`src/rtl/arm_pkg.sv`:
```
// Shared arm definitions: source-select state encodings, axis width and the
// neutral axis position used after reset and clear.
package arm_pkg;

  localparam int AXIS_W     = 8;
  localparam int CENTER_POS = 50;

  // State encodings shared with the arm source-select FSM
  localparam logic [1:0] ST_IDLE = 2'd0;
  localparam logic [1:0] ST_REC  = 2'd1;
  localparam logic [1:0] ST_PLAY = 2'd2;

endpackage

```
`src/rtl/pose_recorder_if.sv`:
```
// Control, live-accelerometer and playback signals of the pose recorder.
interface pose_recorder_if
  import arm_pkg::*;
#(
  parameter int DATA_W = AXIS_W,
  parameter int ADDR_W = 6
);
  logic              rec_pulse;
  logic              play_pulse;
  logic              stop_pulse;
  logic              loop_en;
  logic [DATA_W-1:0] data_accel_x;
  logic [DATA_W-1:0] data_accel_y;
  logic [DATA_W-1:0] data_accel_z;
  logic [DATA_W-1:0] data_mem_x;
  logic [DATA_W-1:0] data_mem_y;
  logic [DATA_W-1:0] data_mem_z;
  logic              mem_valid;
  logic [ADDR_W:0]   count;
  logic              full;
  logic [1:0]        state;

  modport master (
    output rec_pulse, play_pulse, stop_pulse, loop_en,
    output data_accel_x, data_accel_y, data_accel_z,
    input  data_mem_x, data_mem_y, data_mem_z,
    input  mem_valid, count, full, state
  );

  modport slave (
    input  rec_pulse, play_pulse, stop_pulse, loop_en,
    input  data_accel_x, data_accel_y, data_accel_z,
    output data_mem_x, data_mem_y, data_mem_z,
    output mem_valid, count, full, state
  );
endinterface

```
`src/rtl/pose_ram.sv`:
```
// Pose triplet memory: one write port, registered read port (block RAM style).
module pose_ram #(
  parameter int DATA_W = 24,
  parameter int DEPTH  = 64,
  parameter int ADDR_W = 6
) (
  input  logic              clk,
  input  logic              we,
  input  logic [ADDR_W-1:0] waddr,
  input  logic [DATA_W-1:0] wdata,
  input  logic [ADDR_W-1:0] raddr,
  output logic [DATA_W-1:0] rdata
);

  logic [DATA_W-1:0] mem [DEPTH];

  // Synchronous write and registered read
  always_ff @(posedge clk) begin
    if (we) mem[waddr] <= wdata;
    rdata <= mem[raddr];
  end

endmodule

```
`src/rtl/pose_recorder.sv`:
```
// Records accelerometer pose triplets at the sample tick rate and plays them
// back, once or looped, as the data_mem_* stream for the arm source selector.
module pose_recorder
  import arm_pkg::*;
#(
  parameter int DATA_W     = AXIS_W,
  parameter int DEPTH      = 64,
  parameter int ADDR_W     = 6,
  parameter int SAMPLE_DIV = 500000,
  parameter int CENTER     = CENTER_POS
) (
  input logic            clk,
  input logic            rst,
  pose_recorder_if.slave bus
);

  localparam int DIV_W = $clog2(SAMPLE_DIV);
  localparam int CNT_W = ADDR_W + 1;
  localparam int POSE_W = 3 * DATA_W;

  logic [1:0]        state_r, state_nxt;
  logic [DIV_W-1:0]  div;
  logic              tick;
  logic [ADDR_W-1:0] wr_ptr, rd_ptr, rd_ptr_nxt;
  logic [CNT_W-1:0]  count_r;
  logic              full_r;
  logic              we;
  logic              last_rd;
  logic              play_hold;
  logic [POSE_W-1:0] pose_p1;
  logic [DATA_W-1:0] x_p2, y_p2, z_p2;
  logic              vld_p2;

  assign tick    = (state_r != ST_IDLE) && (div == DIV_W'(SAMPLE_DIV - 1));
  assign last_rd = ({1'b0, rd_ptr} == count_r - CNT_W'(1));
  assign we      = (state_r == ST_REC) && tick && !bus.stop_pulse;
  // Playback output only updates while PLAY continues; on exit it holds
  assign play_hold = (state_r == ST_PLAY) && (state_nxt == ST_PLAY);

  // Next state and next read pointer; stop always beats a coincident tick
  always_comb begin
    state_nxt  = state_r;
    rd_ptr_nxt = rd_ptr;
    case (state_r)
      ST_IDLE: begin
        if (bus.rec_pulse) begin
          state_nxt = ST_REC;
        end else if (bus.play_pulse && (count_r != '0)) begin
          state_nxt  = ST_PLAY;
          rd_ptr_nxt = '0;
        end
      end
      ST_REC: begin
        if (bus.stop_pulse) state_nxt = ST_IDLE;
        else if (tick && (count_r == CNT_W'(DEPTH - 1))) state_nxt = ST_IDLE;
      end
      ST_PLAY: begin
        if (bus.stop_pulse) begin
          state_nxt = ST_IDLE;
        end else if (tick) begin
          if (!last_rd)        rd_ptr_nxt = rd_ptr + ADDR_W'(1);
          else if (bus.loop_en) rd_ptr_nxt = '0;
          else                 state_nxt  = ST_IDLE;
        end
      end
      default: state_nxt = ST_IDLE;
    endcase
  end

  // Read address runs one step ahead so the registered read lines up with rd_ptr
  pose_ram #(
    .DATA_W(POSE_W),
    .DEPTH (DEPTH),
    .ADDR_W(ADDR_W)
  ) u_ram (
    .clk  (clk),
    .we   (we),
    .waddr(wr_ptr),
    .wdata({bus.data_accel_x, bus.data_accel_y, bus.data_accel_z}),
    .raddr(rd_ptr_nxt),
    .rdata(pose_p1)
  );

  // FSM, divider, pointers, count and the playback output register
  always_ff @(posedge clk) begin
    if (rst) begin
      state_r <= ST_IDLE;
      div     <= '0;
      wr_ptr  <= '0;
      rd_ptr  <= '0;
      count_r <= '0;
      full_r  <= 1'b0;
      vld_p2  <= 1'b0;
      x_p2    <= DATA_W'(CENTER);
      y_p2    <= DATA_W'(CENTER);
      z_p2    <= DATA_W'(CENTER);
    end else begin
      state_r <= state_nxt;
      rd_ptr  <= rd_ptr_nxt;
      if ((state_r == ST_IDLE) || (state_nxt != state_r) || tick) div <= '0;
      else div <= div + DIV_W'(1);
      if ((state_r == ST_IDLE) && bus.rec_pulse) begin
        count_r <= '0;
        wr_ptr  <= '0;
        full_r  <= 1'b0;
      end else if (we) begin
        wr_ptr  <= wr_ptr + ADDR_W'(1);
        count_r <= count_r + CNT_W'(1);
        if (count_r == CNT_W'(DEPTH - 1)) full_r <= 1'b1;
      end
      // ---- stage p2: registered RAM word presented as playback sample ----
      vld_p2 <= play_hold;
      if (play_hold) begin
        x_p2 <= pose_p1[3*DATA_W-1:2*DATA_W];
        y_p2 <= pose_p1[2*DATA_W-1:DATA_W];
        z_p2 <= pose_p1[DATA_W-1:0];
      end
    end
  end

  assign bus.data_mem_x = x_p2;
  assign bus.data_mem_y = y_p2;
  assign bus.data_mem_z = z_p2;
  assign bus.mem_valid  = vld_p2;
  assign bus.count      = count_r;
  assign bus.full       = full_r;
  assign bus.state      = state_r;

endmodule

```
`src/flat_wrapper.sv`:
```
// flat-port wrapper written by rule: the top's interface ports become plain ports
module pose_recorder_flat import arm_pkg::*;
#(
  parameter int DATA_W     = AXIS_W,
  parameter int DEPTH      = 64,
  parameter int ADDR_W     = 6,
  parameter int SAMPLE_DIV = 500000,
  parameter int CENTER     = CENTER_POS
)
  (clk, rst, bus_rec_pulse, bus_play_pulse, bus_stop_pulse, bus_loop_en, bus_data_accel_x, bus_data_accel_y, bus_data_accel_z, bus_data_mem_x, bus_data_mem_y, bus_data_mem_z, bus_mem_valid, bus_count, bus_full, bus_state);
  pose_recorder_if #(.DATA_W(DATA_W), .ADDR_W(ADDR_W)) bus_i ();
  input logic clk;
  input logic rst;
  input wire logic [$bits(bus_i.rec_pulse)-1:0] bus_rec_pulse;
  input wire logic [$bits(bus_i.play_pulse)-1:0] bus_play_pulse;
  input wire logic [$bits(bus_i.stop_pulse)-1:0] bus_stop_pulse;
  input wire logic [$bits(bus_i.loop_en)-1:0] bus_loop_en;
  input wire logic [$bits(bus_i.data_accel_x)-1:0] bus_data_accel_x;
  input wire logic [$bits(bus_i.data_accel_y)-1:0] bus_data_accel_y;
  input wire logic [$bits(bus_i.data_accel_z)-1:0] bus_data_accel_z;
  output wire logic [$bits(bus_i.data_mem_x)-1:0] bus_data_mem_x;
  output wire logic [$bits(bus_i.data_mem_y)-1:0] bus_data_mem_y;
  output wire logic [$bits(bus_i.data_mem_z)-1:0] bus_data_mem_z;
  output wire logic [$bits(bus_i.mem_valid)-1:0] bus_mem_valid;
  output wire logic [$bits(bus_i.count)-1:0] bus_count;
  output wire logic [$bits(bus_i.full)-1:0] bus_full;
  output wire logic [$bits(bus_i.state)-1:0] bus_state;
  assign bus_i.rec_pulse = bus_rec_pulse;
  assign bus_i.play_pulse = bus_play_pulse;
  assign bus_i.stop_pulse = bus_stop_pulse;
  assign bus_i.loop_en = bus_loop_en;
  assign bus_i.data_accel_x = bus_data_accel_x;
  assign bus_i.data_accel_y = bus_data_accel_y;
  assign bus_i.data_accel_z = bus_data_accel_z;
  assign bus_data_mem_x = bus_i.data_mem_x;
  assign bus_data_mem_y = bus_i.data_mem_y;
  assign bus_data_mem_z = bus_i.data_mem_z;
  assign bus_mem_valid = bus_i.mem_valid;
  assign bus_count = bus_i.count;
  assign bus_full = bus_i.full;
  assign bus_state = bus_i.state;
  pose_recorder #(.DATA_W(DATA_W), .DEPTH(DEPTH), .ADDR_W(ADDR_W), .SAMPLE_DIV(SAMPLE_DIV), .CENTER(CENTER)) u_core (.clk(clk), .rst(rst), .bus(bus_i));
endmodule
```
`config.mk`:
```
export PLATFORM = sky130hd
export DESIGN_NAME = pose_recorder_flat
export DESIGN_NICKNAME = d
export VERILOG_FILES = /design/src/rtl/arm_pkg.sv /design/src/rtl/pose_recorder_if.sv /design/src/rtl/pose_ram.sv /design/src/rtl/pose_recorder.sv /design/src/flat_wrapper.sv
export SDC_FILE = /design/constraint.sdc
export NUM_CORES = 2
export LEC_CHECK = 0
export CAP_MARGIN = 0
export CORE_MARGIN = 1
export CORE_UTILIZATION = 65
export DETAILED_ROUTE_END_ITERATION = 16
export GPL_ROUTABILITY_DRIVEN = 0
export PLACE_DENSITY_LB_ADDON = 0.1
export SYNTH_ARGS = -nofsm -noshare
export SYNTH_HDL_FRONTEND = slang
export SYNTH_SLANG_ARGS = --single-unit
```
`constraint.sdc`:
```
create_clock -name clk -period 5.47 [get_ports clk]
set_clock_uncertainty 0.1 [all_clocks]
set_input_delay 0.8205 -clock clk [delete_from_list [all_inputs] [get_ports clk]]
set_output_delay 0.8205 -clock clk [all_outputs]
set_load 0.05 [all_outputs]
```
======== Yosys cells after proc, flatten, opt, wreduce, memory -nomap -nowiden ========
Memory sizes are Yosys's and may differ from the RTL's. A register that Yosys moved wholly into a read port is not among the register bits.
Cells that the tools add are included.
storage, ports and cells
  register bits after elaboration ......... 66
  bits in latches ......................... 0
  bits in writable memories ............... 1536
  ROM bits ................................ 0
  input bits .............................. 30
  output and inout port bits .............. 35
  word-level logic and storage cells ...... 57
  memories ................................ 1
memory list
  name              depth  width  rd ports  clocked after Yosys merged registers in  write ports  RTL line        text
  u_core.u_ram.mem  64     24     1         1                                        1            pose_ram.sv:15  logic [DATA_W-1:0] mem [DEPTH];
operators by class
  $add $sub $neg .......................... 5
  multipliers ............................. 0
  divide/modulo/power cells ............... 0
  order comparisons ....................... 0
  equal/unequal tests ..................... 7
  shift-type cells ........................ 0
  muxes and demuxes ....................... 18
  bitwise gates (word level) .............. 0
  reduce and logical (&&, ||, !) cells .... 16
operators by type and width
  cell                                                                   number
  6-bit 2-to-1 mux                                                       6
  19-bit by 1-bit adder with 19-bit output, second input constant        1
  19-bit equality test, second input constant                            1
  2-bit 2-to-1 mux                                                       8
  6-bit by 1-bit adder with 6-bit output, second input constant          2
  6-bit one-hot mux with 2 select lines                                  1
  7-bit by 1-bit adder with 7-bit output, second input constant          1
  6-bit by 7-bit equality test with 1-bit output                         1
  7-bit by 6-bit equality test with 1-bit output, second input constant  1
  1-bit logical AND                                                      7
  7-bit nonzero test                                                     1
  7-bit by 1-bit subtractor with 7-bit output, second input constant     1
  2-bit one-hot mux with 3 select lines                                  1
  2-bit equality test, second input constant                             2
  2-bit OR reduction                                                     2
  2-bit by 1-bit equality test with 1-bit output, second input constant  1
  2-bit logical NOT                                                      1
  1-bit logical OR                                                       2
  1-bit 2-to-1 mux                                                       2
  2-bit != test                                                          1
  2-bit AND reduction                                                    1
  2-bit nonzero test                                                     1
  1-bit logical NOT                                                      1

======== Logic depth before layout (Yosys ltp) ========
  depth after elaboration ................. 10
  mapped depth ............................ 18
  depth with buffers taken out ............ 12

======== Cells and area by module ========
From an unflattened synthesis, not the netlist that was laid out.
second synthesis, totals
  cells, all modules ...................... 3003
  area, all modules ....................... 62633.8 um^2
modules (own cells, without submodules)
  module         instances  cells each  area an instance (um^2)  sequential area each (um^2)
  pose_ram       1          2610        59295.6                  46604.7
  pose_recorder  1          393         3338.2                   1321.3

======== Worst setup path before layout ========
OpenSTA, ideal clock, no wires.
  path type ............................... reg-to-reg
  from .................................... register u_core.count_r[0], in the netlist u_core.bus.count[0]
  to ...................................... register u_core.u_ram.rdata[0], read port of u_core.u_ram.mem
  setup time .............................. 0.126 ns
  data arrival time ....................... 3.580 ns
  required time ........................... 5.244 ns
  path slack .............................. 1.664 ns
  cell stages (with the launch flop) ...... 16
  path buffers ............................ 3
  period minus slack after synthesis ...... 3.806 ns
  path through ............................ dfxtp_1 buf_2 inv_1 ha_1 o21ba_2 a221oi_1 a41o_1 a41o_2 a22oi_2 or3_4 or2_1 buf_6 buf_6 o32a_1 nand4_1 nor3b_2
on the way
  longest elaborated chain between the ends .. 6
  elaborated cells on any way between the ends .. 10
  classes of those cells .................. 1 x add/sub; 1 x eq/ne; 6 x mux; 2 x reduce/logical
RTL lines
  item                                            RTL line              text
  start, declared                                 pose_recorder.sv:25   logic [CNT_W-1:0] count_r;
  start signal, assigned                          pose_recorder.sv:108  count_r <= count_r + CNT_W'(1);
  7-bit by 1-bit subtractor with 7-bit output     pose_recorder.sv:35   assign last_rd = ({1'b0, rd_ptr} == count_r - CNT_W'(1));
  6-bit by 7-bit equality test with 1-bit output  pose_recorder.sv:35
  6-bit 2-to-1 mux                                pose_recorder.sv:61   if (!last_rd) rd_ptr_nxt = rd_ptr + ADDR_W'(1);
  6-bit 2-to-1 mux                                pose_recorder.sv:60   end else if (tick) begin
  6-bit 2-to-1 mux                                pose_recorder.sv:58   if (bus.stop_pulse) begin
  6-bit one-hot mux with 2 select lines (*)       pose_recorder.sv:44   case (state_r)
  end, declared                                   pose_ram.sv:12        output logic [DATA_W-1:0] rdata
Mark *: on every way between the ends. The rest lies on a longest branch, timed or not.
A chain may end at the register's enable or synchronous reset.

======== Final worst setup path ========
  from .................................... register u_core.count_r[1], in the netlist u_core.bus.count[1]
  to ...................................... register u_core.u_ram.rdata[3], read port of u_core.u_ram.mem
Same word-level chain as after synthesis.

==> reports/results.tsv <==
metric	value	unit
status	finished clean	
peakVddDrop	374.6	uV
grt_max_degree	137	
avgSynthCellArea	15.69	um2
area_growth	12.64	%
antenna_found_initial	7	
tightest_slew	1216	ps
cts_max_level	4	
start_kind	register	
cts-root-buf	clkbuf_16	
reg2reg_to	u_core.u_ram.rdata[3]	
fin_cells	5684	
tns	0	ps
cts_buffers	159	
yosys_warnings	0	
vias	38240	
cts_tree	yes	
die_x	317.1	um
crit_path_end_kind	register	
ys_ff_latch	1626	
synthTopCellsByArea	edfxtp_1 71%, mux2i_1 4.5%, nand3_1 3.8%	
cts.reportedPaths.clkPinSlew	60	ps
clock_path_buffers	3	
fillers	5962	
p_leak	24.02	nW
vias_per_cell	6.727	
clk-insertion-delay-late	760	ps
nets	4303	
required	5970	ps
dpl.cell_count	5393	
netlist_instances	4111	
wl_met3	17.87	mm
start_util	65.55	%
wl	164.7	mm
cp.arrival	5700	ps
dp_hpwl	92.16	mm
synth_ff_type	edfxtp_1	
grt.overflow.total	0	
yosysTopAreaCellShare	71.49	%
synth.cell_area	0.06452	mm2
met2WireLength	75.49	mm
regArea	0.04793	mm2
drt_pre_antenna_iters	6	
drive_gt1_share	16.72	%
synth_nets	4147	
postCtsResizedCells	0	
fin_crit_sh	95.01	%
drtIter0Drc	5473	
critPathLaunch	u_core.bus.count[1]	
multi_input_area	0.01529	mm2
hold_buffers	0	
gr-usage-all-layers	32.87	%
ys_top_cells_by_count	1536 x edfxtp_1, 492 x nand3_1, 378 x nand2_1	
setup_viol	0	
ff2ff_setup_slack	270	ps
synth_edf_count	1536	
maxSlewViolCount	0	
worstSetupEndpoint	u_core.u_ram.rdata[3]	
hold_path_class	reg -> reg	
ios	65	
fmax	0.1924	GHz
highest_layer	met5	
cts.sinks	1626	
fin_util	73.84	%
grt_pass1_wl	237.3	mm
worstSetupPathType	reg -> reg	
finalHoldViolCount	0	
drc	0	
yosysTopAreaCell	edfxtp_1	
die_area	0.1005	mm2
ant_nets	0	
wl_met1	65.53	mm
r2r-start	u_core.bus.count[1]	
max_slew_margin	18.46	%
placed_cell_area	0.06750	mm2
die_h	317.1	um
final_area	0.07267	mm2
async_reset_ff_share	0	%
fin_crit	5197	ps
numPortBuffers	64	
critPathMaxFanout	24	
synth.most_common_cell	edfxtp_1	
cts_setup_buffers	0	
drv_cap	0	
ys_seq_area_share	74.28	%
rows	115	
rsz0062_at_grt	false	
pwr_density_cell	340.5	mW/mm2
ff2ff_path_depth	14	
post_drt_wl_per_cell	28.97	um
synthDistinctLibCells	67	
coreArea	0.09842	mm2
grt_pass1_vias	36140	
-- sequential cells by signal (all words and copies together), names as in the netlist, 7 cells and up --
name / flops
u_core.u_ram.mem: 1536
u_core.u_ram.rdata: 24
u_core.div: 19
u_core.bus.data_mem_x: 8
u_core.bus.data_mem_y: 8
u_core.bus.data_mem_z: 8
u_core.bus.count: 7
-- metrics by stage --
step | hold WS [ps] | power, mW | worst slack (ps)
finish | 356.1 | 24.75 | 273.1
global route | 370.4 | 25.27 | 161.0
CTS | 356.5 | 24.80 | 316.9
detailed placement | 348.4 | 14.12 | 55.66
global placement | 339.7 | 14.11 | 78.23
floorplan | 316.9 | 13.88 | 1664
-- report_power, final --
| part | leakage, nW | switching [mW] | internal, mW |
|---|---|---|---|
| clock | 2.55 | 4.53 | 6.36 |
| sequential | 14.5 | 0.00193 | 13.6 |
| combinational | 6.94 | 0.231 | 0.0243 |
| total | 24.0 | 4.76 | 20.0 |
-- metal layers --
| metal | up-vias | GRT usage [%] |
|---|---|---|
| li1 | 16410 | - |
| met5 | - | 0 |
| met4 | 6 | 12.27 |
| met3 | 329 | 6.319 |
| met1 | 19240 | 48.48 |
| met2 | 2253 | 49.32 |
-- cells by family after synthesis --
family / Yosys count / share of synthesized area (%)
AO/OA/AOI/OAI: 568 / 6.380
flip-flops: 1626 / 74.28
multiplexers: 432 / 7.852
buffers and inverters: 300 / 2.387
AND/OR/NAND/NOR: 1145 / 8.519
adder cells (fa/ha/maj): 6 / 0.1164
XOR/XNOR: 34 / 0.4616
-- worst min-delay path by stage --
stage | start | to | slack [ps] | cells after the start
6_report | u_core.bus.data_mem_z[0] | u_core.bus.data_mem_z[0] | 360 | 2
5_1_grt | u_core.u_ram.rdata[16] | u_core.bus.data_mem_x[0] | 370 | 2
4_1_cts | u_core.bus.data_mem_y[6] | u_core.bus.data_mem_y[6] | 360 | 2
3_5_place_dp | u_core.bus.data_mem_y[6] | u_core.bus.data_mem_y[6] | 350 | 2
3_3_place_gp | u_core.div[0] | u_core.div[0] | 340 | 1
2_1_floorplan | u_core.u_ram.rdata[9] | u_core.bus.data_mem_y[1] | 320 | 2
-- final cells by class --
class,count,area share [%]
clock buffer,203,5.931
multi-input combinational,2185,21.04
clock inverter,86,1.172
sequential,1626,65.95
tap,1287,2.216
timing repair buffer,288,3.650
inverter,7,0.03616
antenna,2,0.006887
-- cell usage in the layout (no fill, tap or decap), types with 26 or more instances in the layout --
| master | n |
|---|---|
| clkbuf_1 | 33 |
| nand2_1 | 377 |
| clkinv_2 | 32 |
| and3_1 | 36 |
| mux2_2 | 93 |
| buf_12 | 36 |
| nor2_2 | 67 |
| nor2_1 | 52 |
| mux2i_1 | 289 |
| o21ai_0 | 26 |
| nand3_1 | 492 |
| a22oi_1 | 139 |
| clkinv_1 | 30 |
| clkbuf_16 | 164 |
| buf_4 | 188 |
| mux4_2 | 50 |
| a21oi_1 | 136 |
| dfxtp_1 | 90 |
| a41oi_1 | 93 |
| nand4_1 | 32 |
| o32a_1 | 46 |
| a31oi_1 | 30 |
| clkdlybuf4s50_1 | 40 |
| edfxtp_1 | 1536 |
-- worst max-delay path, cell delays in order (launching register included) --
cell and delay, ps:
dfxtp_1 550, inv_1 130, ha_1 290, o21ba_2 230
a221oi_1 290, a41o_1 280, a41o_2 330, a22o_1 260
and2_4 280, buf_4 380, buf_4 500, a41oi_1 100
o21a_1 230, a211oi_1 950, nor3b_2 100
Note: power is estimated with default switching activity, not from simulation.
